$ cat config.mk
export PLATFORM = sky130hd
export DESIGN_NAME = ro_puf_measure_ctrl
export DESIGN_NICKNAME = d
export VERILOG_FILES = /design/src/rtl/ro_puf_pkg.sv /design/src/rtl/ro_puf_measure_ctrl_sync_2ff.sv /design/src/rtl/ro_puf_measure_ctrl.sv
export SDC_FILE = /design/constraint.sdc
export NUM_CORES = 1
export LEC_CHECK = 0
export CAP_MARGIN = 0
export CORE_ASPECT_RATIO = 1.5
export CORE_MARGIN = 5
export CORE_UTILIZATION = 52
export DETAILED_ROUTE_END_ITERATION = 12
export PLACE_DENSITY = 0.81
export SKIP_CTS_REPAIR_TIMING = 1
export SYNTH_ARGS = -nofsm -noshare
export SYNTH_HDL_FRONTEND = slang
export SYNTH_SLANG_ARGS = --single-unit
$ cat constraint.sdc
create_clock -name CLK -period 2.4 [get_ports CLK]
set_input_delay 0.36 -clock CLK [delete_from_list [all_inputs] [get_ports CLK]]
set_output_delay 0.36 -clock CLK [all_outputs]
set_load 0.01 [all_outputs]
$ cat src/rtl/ro_puf_pkg.sv
// Shared types and width helpers for the RO-PUF measurement controller.
// Optional DIFF output of the top is enabled by RO_PUF_DIFF_OUT_EN.
package ro_puf_pkg;

   typedef enum logic [2:0] {
      ST_IDLE,
      ST_CLEAR,
      ST_SETTLE,
      ST_MEASURE,
      ST_HOLD,
      ST_COMPARE,
      ST_NEXT,
      ST_DONE
   } state_e;

   localparam int unsigned CNT_W_DEF = 16;
   localparam int unsigned FIN_BIT   = 14;

   // Bits needed to count 0..n-1 (at least one bit).
   function automatic int unsigned cnt_bits(input int unsigned n);
      return (n < 2) ? 1 : $clog2(n);
   endfunction

   function automatic int unsigned idx_width(input int unsigned n);
      return (n < 2) ? 1 : $clog2(n);
   endfunction

   function automatic int unsigned max3(input int unsigned a,
                                        input int unsigned b,
                                        input int unsigned c);
      int unsigned m;
      m = (a > b) ? a : b;
      return (m > c) ? m : c;
   endfunction

endpackage

$ cat src/rtl/ro_puf_measure_ctrl_sync_2ff.sv
// Two-flop synchroniser for the asynchronous counter finished flags.
// Clears to 0 on reset.
module sync_2ff (
   input  logic CLK,
   input  logic RSTN,
   input  logic d_i,
   output logic q_o
);

   logic [1:0] ff_q;

   always_ff @(posedge CLK or negedge RSTN) begin
      if (!RSTN) ff_q <= '0;
      else       ff_q <= {ff_q[0], d_i};
   end

   assign q_o = ff_q[1];

endmodule

$ cat src/rtl/ro_puf_measure_ctrl.sv
// Sequencer running one RO-pair race per response bit.
// Define RO_PUF_DIFF_OUT_EN to add the signed DIFF (CNT_A-CNT_B) output.
module ro_puf_measure_ctrl
   import ro_puf_pkg::*;
#(
   parameter  int unsigned N_BITS     = 32,
   parameter  int unsigned CNT_W      = CNT_W_DEF,
   parameter  int unsigned SETTLE_CYC = 4,
   parameter  int unsigned HOLD_CYC   = 8,
   parameter  int unsigned TMO_W      = 20,
   localparam int unsigned SEL_W      = idx_width(N_BITS)
) (
   input  logic                    CLK,
   input  logic                    RSTN,
   input  logic                    START,
   output logic [SEL_W-1:0]        SEL,
   output logic                    CNT_CLR,
   output logic                    CNT_CE,
   input  logic                    FIN_A,
   input  logic                    FIN_B,
   input  logic [CNT_W-1:0]        CNT_A,
   input  logic [CNT_W-1:0]        CNT_B,
   output logic                    BUSY,
   output logic                    DONE,
   output logic                    VALID,
   output logic                    ERR,
`ifdef RO_PUF_DIFF_OUT_EN
   output logic signed [CNT_W:0]   DIFF,
`endif
   output logic [N_BITS-1:0]       RESPONSE
);

   localparam int unsigned TMR_W = max3(TMO_W, cnt_bits(SETTLE_CYC),
                                        cnt_bits(HOLD_CYC));

   localparam logic [TMR_W-1:0] SET_LAST  = TMR_W'(SETTLE_CYC - 1);
   localparam logic [TMR_W-1:0] HOLD_LAST = TMR_W'(HOLD_CYC - 1);
   // Last of the 2^TMO_W-1 permitted MEASURE cycles.
   localparam logic [TMR_W-1:0] TMO_LAST  =
      TMR_W'((64'd1 << TMO_W) - 64'd2);
   localparam logic [SEL_W-1:0] IDX_LAST  = SEL_W'(N_BITS - 1);

   state_e              state_q, state_d;
   logic [SEL_W-1:0]    idx_q, idx_d;
   logic [TMR_W-1:0]    tmr_q, tmr_d;
   logic                tmo_q, tmo_d;
   logic                err_q, err_d;
   logic                valid_q, valid_d;
   logic [N_BITS-1:0]   resp_q, resp_d;
   logic                ce_q, clr_q;
   logic                fin_a_s, fin_b_s;

   sync_2ff u_sync_a (
      .CLK  (CLK),
      .RSTN (RSTN),
      .d_i  (FIN_A),
      .q_o  (fin_a_s)
   );

   sync_2ff u_sync_b (
      .CLK  (CLK),
      .RSTN (RSTN),
      .d_i  (FIN_B),
      .q_o  (fin_b_s)
   );

   always_comb begin
      state_d = state_q;
      idx_d   = idx_q;
      tmr_d   = tmr_q + 1'b1;
      tmo_d   = tmo_q;
      err_d   = err_q;
      valid_d = valid_q;
      resp_d  = resp_q;
      unique case (state_q)
         ST_IDLE: begin
            if (START) begin
               state_d = ST_CLEAR;
               idx_d   = '0;
               resp_d  = '0;
               err_d   = 1'b0;
               valid_d = 1'b0;
            end
         end
         ST_CLEAR: begin
            state_d = ST_SETTLE;
            tmo_d   = 1'b0;
         end
         ST_SETTLE: begin
            if (tmr_q == SET_LAST) state_d = ST_MEASURE;
         end
         ST_MEASURE: begin
            if (fin_a_s || fin_b_s) begin
               state_d = ST_HOLD;
            end else if (tmr_q == TMO_LAST) begin
               state_d = ST_HOLD;
               tmo_d   = 1'b1;
               err_d   = 1'b1;
            end
         end
         ST_HOLD: begin
            if (tmr_q == HOLD_LAST) state_d = ST_COMPARE;
         end
         ST_COMPARE: begin
            // Ties and timed-out bits resolve to 0.
            resp_d[idx_q] = !tmo_q && (CNT_A > CNT_B);
            state_d       = ST_NEXT;
         end
         ST_NEXT: begin
            if (idx_q == IDX_LAST) begin
               state_d = ST_DONE;
               valid_d = 1'b1;
            end else begin
               idx_d   = idx_q + 1'b1;
               state_d = ST_CLEAR;
            end
         end
         ST_DONE: begin
            state_d = ST_IDLE;
         end
         default: begin
            state_d = ST_IDLE;
         end
      endcase
      if (state_d != state_q) tmr_d = '0;
   end

   always_ff @(posedge CLK or negedge RSTN) begin
      if (!RSTN) begin
         state_q <= ST_IDLE;
         idx_q   <= '0;
         tmr_q   <= '0;
         tmo_q   <= 1'b0;
         err_q   <= 1'b0;
         valid_q <= 1'b0;
         resp_q  <= '0;
         ce_q    <= 1'b0;
         clr_q   <= 1'b1;
      end else begin
         state_q <= state_d;
         idx_q   <= idx_d;
         tmr_q   <= tmr_d;
         tmo_q   <= tmo_d;
         err_q   <= err_d;
         valid_q <= valid_d;
         resp_q  <= resp_d;
         ce_q    <= (state_d == ST_MEASURE);
         clr_q   <= (state_d == ST_IDLE) || (state_d == ST_CLEAR);
      end
   end

`ifdef RO_PUF_DIFF_OUT_EN
   logic signed [CNT_W:0] diff_q;

   always_ff @(posedge CLK or negedge RSTN) begin
      if (!RSTN) begin
         diff_q <= '0;
      end else if (state_q == ST_COMPARE) begin
         diff_q <= $signed({1'b0, CNT_A}) - $signed({1'b0, CNT_B});
      end
   end

   assign DIFF = diff_q;
`endif

   assign SEL      = idx_q;
   assign CNT_CLR  = clr_q;
   assign CNT_CE   = ce_q;
   assign BUSY     = (state_q != ST_IDLE) && (state_q != ST_DONE);
   assign DONE     = (state_q == ST_DONE);
   assign VALID    = valid_q;
   assign ERR      = err_q;
   assign RESPONSE = resp_q;

endmodule

==> results of run 1 <==
-- cells in the final DEF (no fill, tap or decap), types with 9 or more instances in the layout --
cell | netlist | routed
buf_4 | 0 | 11
dfrtp_1 | 68 | 68
o21ai_0 | 16 | 14
clkdlybuf4s50_1 | 0 | 78
clkbuf_8 | 0 | 9
nand3_1 | 15 | 15
o211ai_1 | 33 | 33
ha_1 | 23 | 23
o41ai_1 | 24 | 22
or2_2 | 9 | 9
nand2_1 | 20 | 20
nand4_1 | 9 | 9
nor2_1 | 41 | 40
xor2_1 | 12 | 12
or3_1 | 10 | 10
inv_1 | 24 | 24
-- cell families after synthesis --
group / Yosys count / synth area share [%]
buffers and inverters: 46 / 4.569
AOI/OAI and AO/OA: 94 / 17.89
muxes: 4 / 1.166
xor gates and xnor gates: 19 / 4.310
DFF: 69 / 44.75
adders and majority gates: 23 / 7.453
and+or+nand+nor: 145 / 19.86
-- stage by stage --
stage	utilization, %	hold slack [ns]
floorplan	-	0.06441
global placement	66.85	0.2232
detailed placement	66.85	0.2305
CTS	70.24	-0.1637
global route	71.57	0.3686
finish	71.57	0.3535
-- worst max-delay path, cell delays in order --
cell,delay (ns)
clkdlybuf4s50_1,0.46
inv_1,0.05
ha_1,0.31
nand2_1,0.10
buf_4,0.14
nor3_2,0.19
o21ai_1,0.10
a21oi_2,0.17
a2111oi_4,0.10
buf_12,0.18
o41ai_1,0.39
-- sequential cells by signal (all words and copies together), names as in the netlist --
name           cells
RESPONSE          32
SEL                5
CNT_CLR            1
state_q            3
tmr_q             20
u_sync_a.ff_q      2
VALID              1
CNT_CE             1
ERR                1
u_sync_b.ff_q      2
tmo_q              1
-- power breakdown --
group,switching (uW),internal (uW),total (uW)
Sequential,102,1250,1350
Clock,463,695,1160
Combinational,603,433,1040
Total,1170,2380,3540
-- cell type report --
type	count	area (um^2)	area share, %
multi-input combinational	285	2029	39.24
sequential	69	1728	33.41
clock buffer	9	123.9	2.395
timing repair buffer	95	954.7	18.46
inverter	24	90.09	1.742
tap	100	125.1	2.419
clock inverter	7	121.4	2.346
-- worst max-delay path by stage --
stage | startpoint | endpoint | slack [ns] | depth (start not counted)
final | CNT_B[11] | RESPONSE[24] | 0.08 | 11
after global routing | CNT_B[11] | RESPONSE[27] | -0.03 | 11
after CTS | CNT_B[11] | RESPONSE[24] | -0.009 | 11
after detailed placement | CNT_B[11] | RESPONSE[27] | -0.40 | 11
after global placement | CNT_B[9] | RESPONSE[30] | -0.26 | 10
after floorplan | CNT_B[9] | RESPONSE[11] | 0.07 | 9
-- routing by layer --
layer | vias up | share of wire (%)
met3 | 18 | 6.0
met4 | 0 | 1.7
met2 | 141 | 55
li1 | 1647 | -
met1 | 1697 | 37
met5 | - | 0
==> results.py, run 1 <==
metrics = {
    "finish": {
        "fill_cells": 567,
        "drive_gt1_share_pct": 12.68,
        "fin_cells": 589,
        "design_area_um2": 5172,
        "antenna_cells": 0,
        "area_growth_syn_to_layout_pct": 33.96,
        "nets": 544,
    },
    "run_status": {
        "status": "finished, final reports clean",
    },
    "sta": {
        "hold_viol": 0,
        "fin_ws_ns": 0.08362,
        "finalCritPeriodShare_pct": 96.52,
        "period_needed_ns": 2.316,
        "finalSetupViolCount": 0,
        "fin_worst_skew_ns": 0.01484,
        "maxSlewViolCount": 0,
        "worst_slew_pin_slew_ns": 0.6810,
        "fmax_mhz": 431.7,
        "max_slew_margin_pct": 54.49,
        "fin_tns_setup_ns": 0,
    },
    "clock_tree": {
        "cts-root-buf": "clkbuf_8",
        "cts-htree-levels": 3,
        "clk_latency_ns": 0.36,
        "cts_tree": "built",
        "path_clk_slew_ns": 0.08,
        "cts_buffers": 9,
        "clk_path_buf_depth": 2,
        "clock_sinks": 69,
    },
    "worst_setup_path": {
        "crit_type": "in2reg",
        "crit_path_end_kind": "flop",
        "worst_r2r_path_depth": 6,
        "cp-start-kind": "input pin",
        "path_max_fanout": 16,
        "ff2ff_setup_slack_ns": 0.14,
        "cp.arrival_ns": 2.55,
        "worst_r2r_startpoint": "tmr_q[5]",
        "critPathRequiredTime_ns": 2.63,
        "r2r-end": "SEL[4]",
    },
    "route": {
        "dr.first_iter.drc_count": 258,
        "via_count": 3503,
        "final_antenna_net_count": 0,
        "firstDrtPassIters": 5,
        "viasPerCell": 5.947,
        "wl_mm": 10.34,
        "drc_errors": 0,
        "wl_per_cell_um": 17.56,
    },
    "min_path": {
        "holdPathEnd": "u_sync_b.ff_q[1]",
        "hold_depth": 0,
        "worstHoldStart": "u_sync_b.ff_q[0]",
        "hp-class": "reg2reg",
    },
    "global_routing": {
        "grt_pass1_vias": 3371,
        "grt_start_max_net_pins": 37,
        "grt_pass1_wl_mm": 16.07,
        "grtUsageTotal_pct": 22.11,
        "grtUsageMet1_pct": 25.01,
        "grt_antenna_before_repair": 0,
        "grt_util_met3_pct": 5.288,
        "busiest_layer": "met2",
        "grt.overflow.total": 0,
        "grtUsageMet2_pct": 40.54,
    },
    "pwr": {
        "power_density_nw_per_um2": 685.2,
        "power_uw": 3544,
        "p_leak_uw": 0.002191,
        "ir_drop_mv": 0.7630,
    },
    "logic_synthesis": {
        "ys_seq_area_share_pct": 44.75,
        "synth_edf_count": 0,
        "avgSynthCellArea_um2": 9.653,
        "synth_top_area_share_pct": 44.07,
        "synth_warnings": 0,
        "synth_async_sr_flop_share_pct": 100.0,
        "ys_seq_elements": 69,
        "synth_common_cells": "68 x dfrtp_1, 41 x nor2_1, 33 x o211ai_1, 24 x inv_1, 24 x o41ai_1",
        "yosysMostFrequentCell": "dfrtp_1",
        "synthTopCellsByArea": "dfrtp_1 44%, ha_1 7.5%, o211ai_1 6.4%",
        "synth_top_area_cell": "dfrtp_1",
        "yosysUniqueCellTypes": 45,
        "ys.flop_type": "dfrtp_1",
        "netlist_area_um2": 3861,
        "synth_nets": 460,
        "syn_inst": 400,
    },
    "placed_design": {
        "placed_cells": 570,
        "placed_area_um2": 4831,
        "gp_congestion": 0.8416,
        "dpl.hpwl_mm": 7.345,
        "io_buffers": 79,
        "place_ws_ns": -0.4006,
    },
    "die": {
        "die_h_um": 115.5,
        "start_util_pct": 53.43,
        "ios": 80,
        "die-area_um2": 9284,
        "die_w_um": 80.36,
        "rows": 38,
        "core_um2": 7227,
    },
    "job": {
        "cap_violations": 0,
    },
}
Note: power is estimated with default switching activity, not from simulation.
==> run 2: changes to the inputs <==
--- a/config.mk
+++ b/config.mk
@@ -9,6 +9,7 @@
 export CORE_ASPECT_RATIO = 1.5
 export CORE_MARGIN = 5
 export CORE_UTILIZATION = 52
+export CTS_CLUSTER_SIZE = 30
 export DETAILED_ROUTE_END_ITERATION = 12
 export PLACE_DENSITY = 0.81
 export SKIP_CTS_REPAIR_TIMING = 1
==> results of run 2 <==
Same layout as run 1: the final DEF is identical, and so are final timing and power.
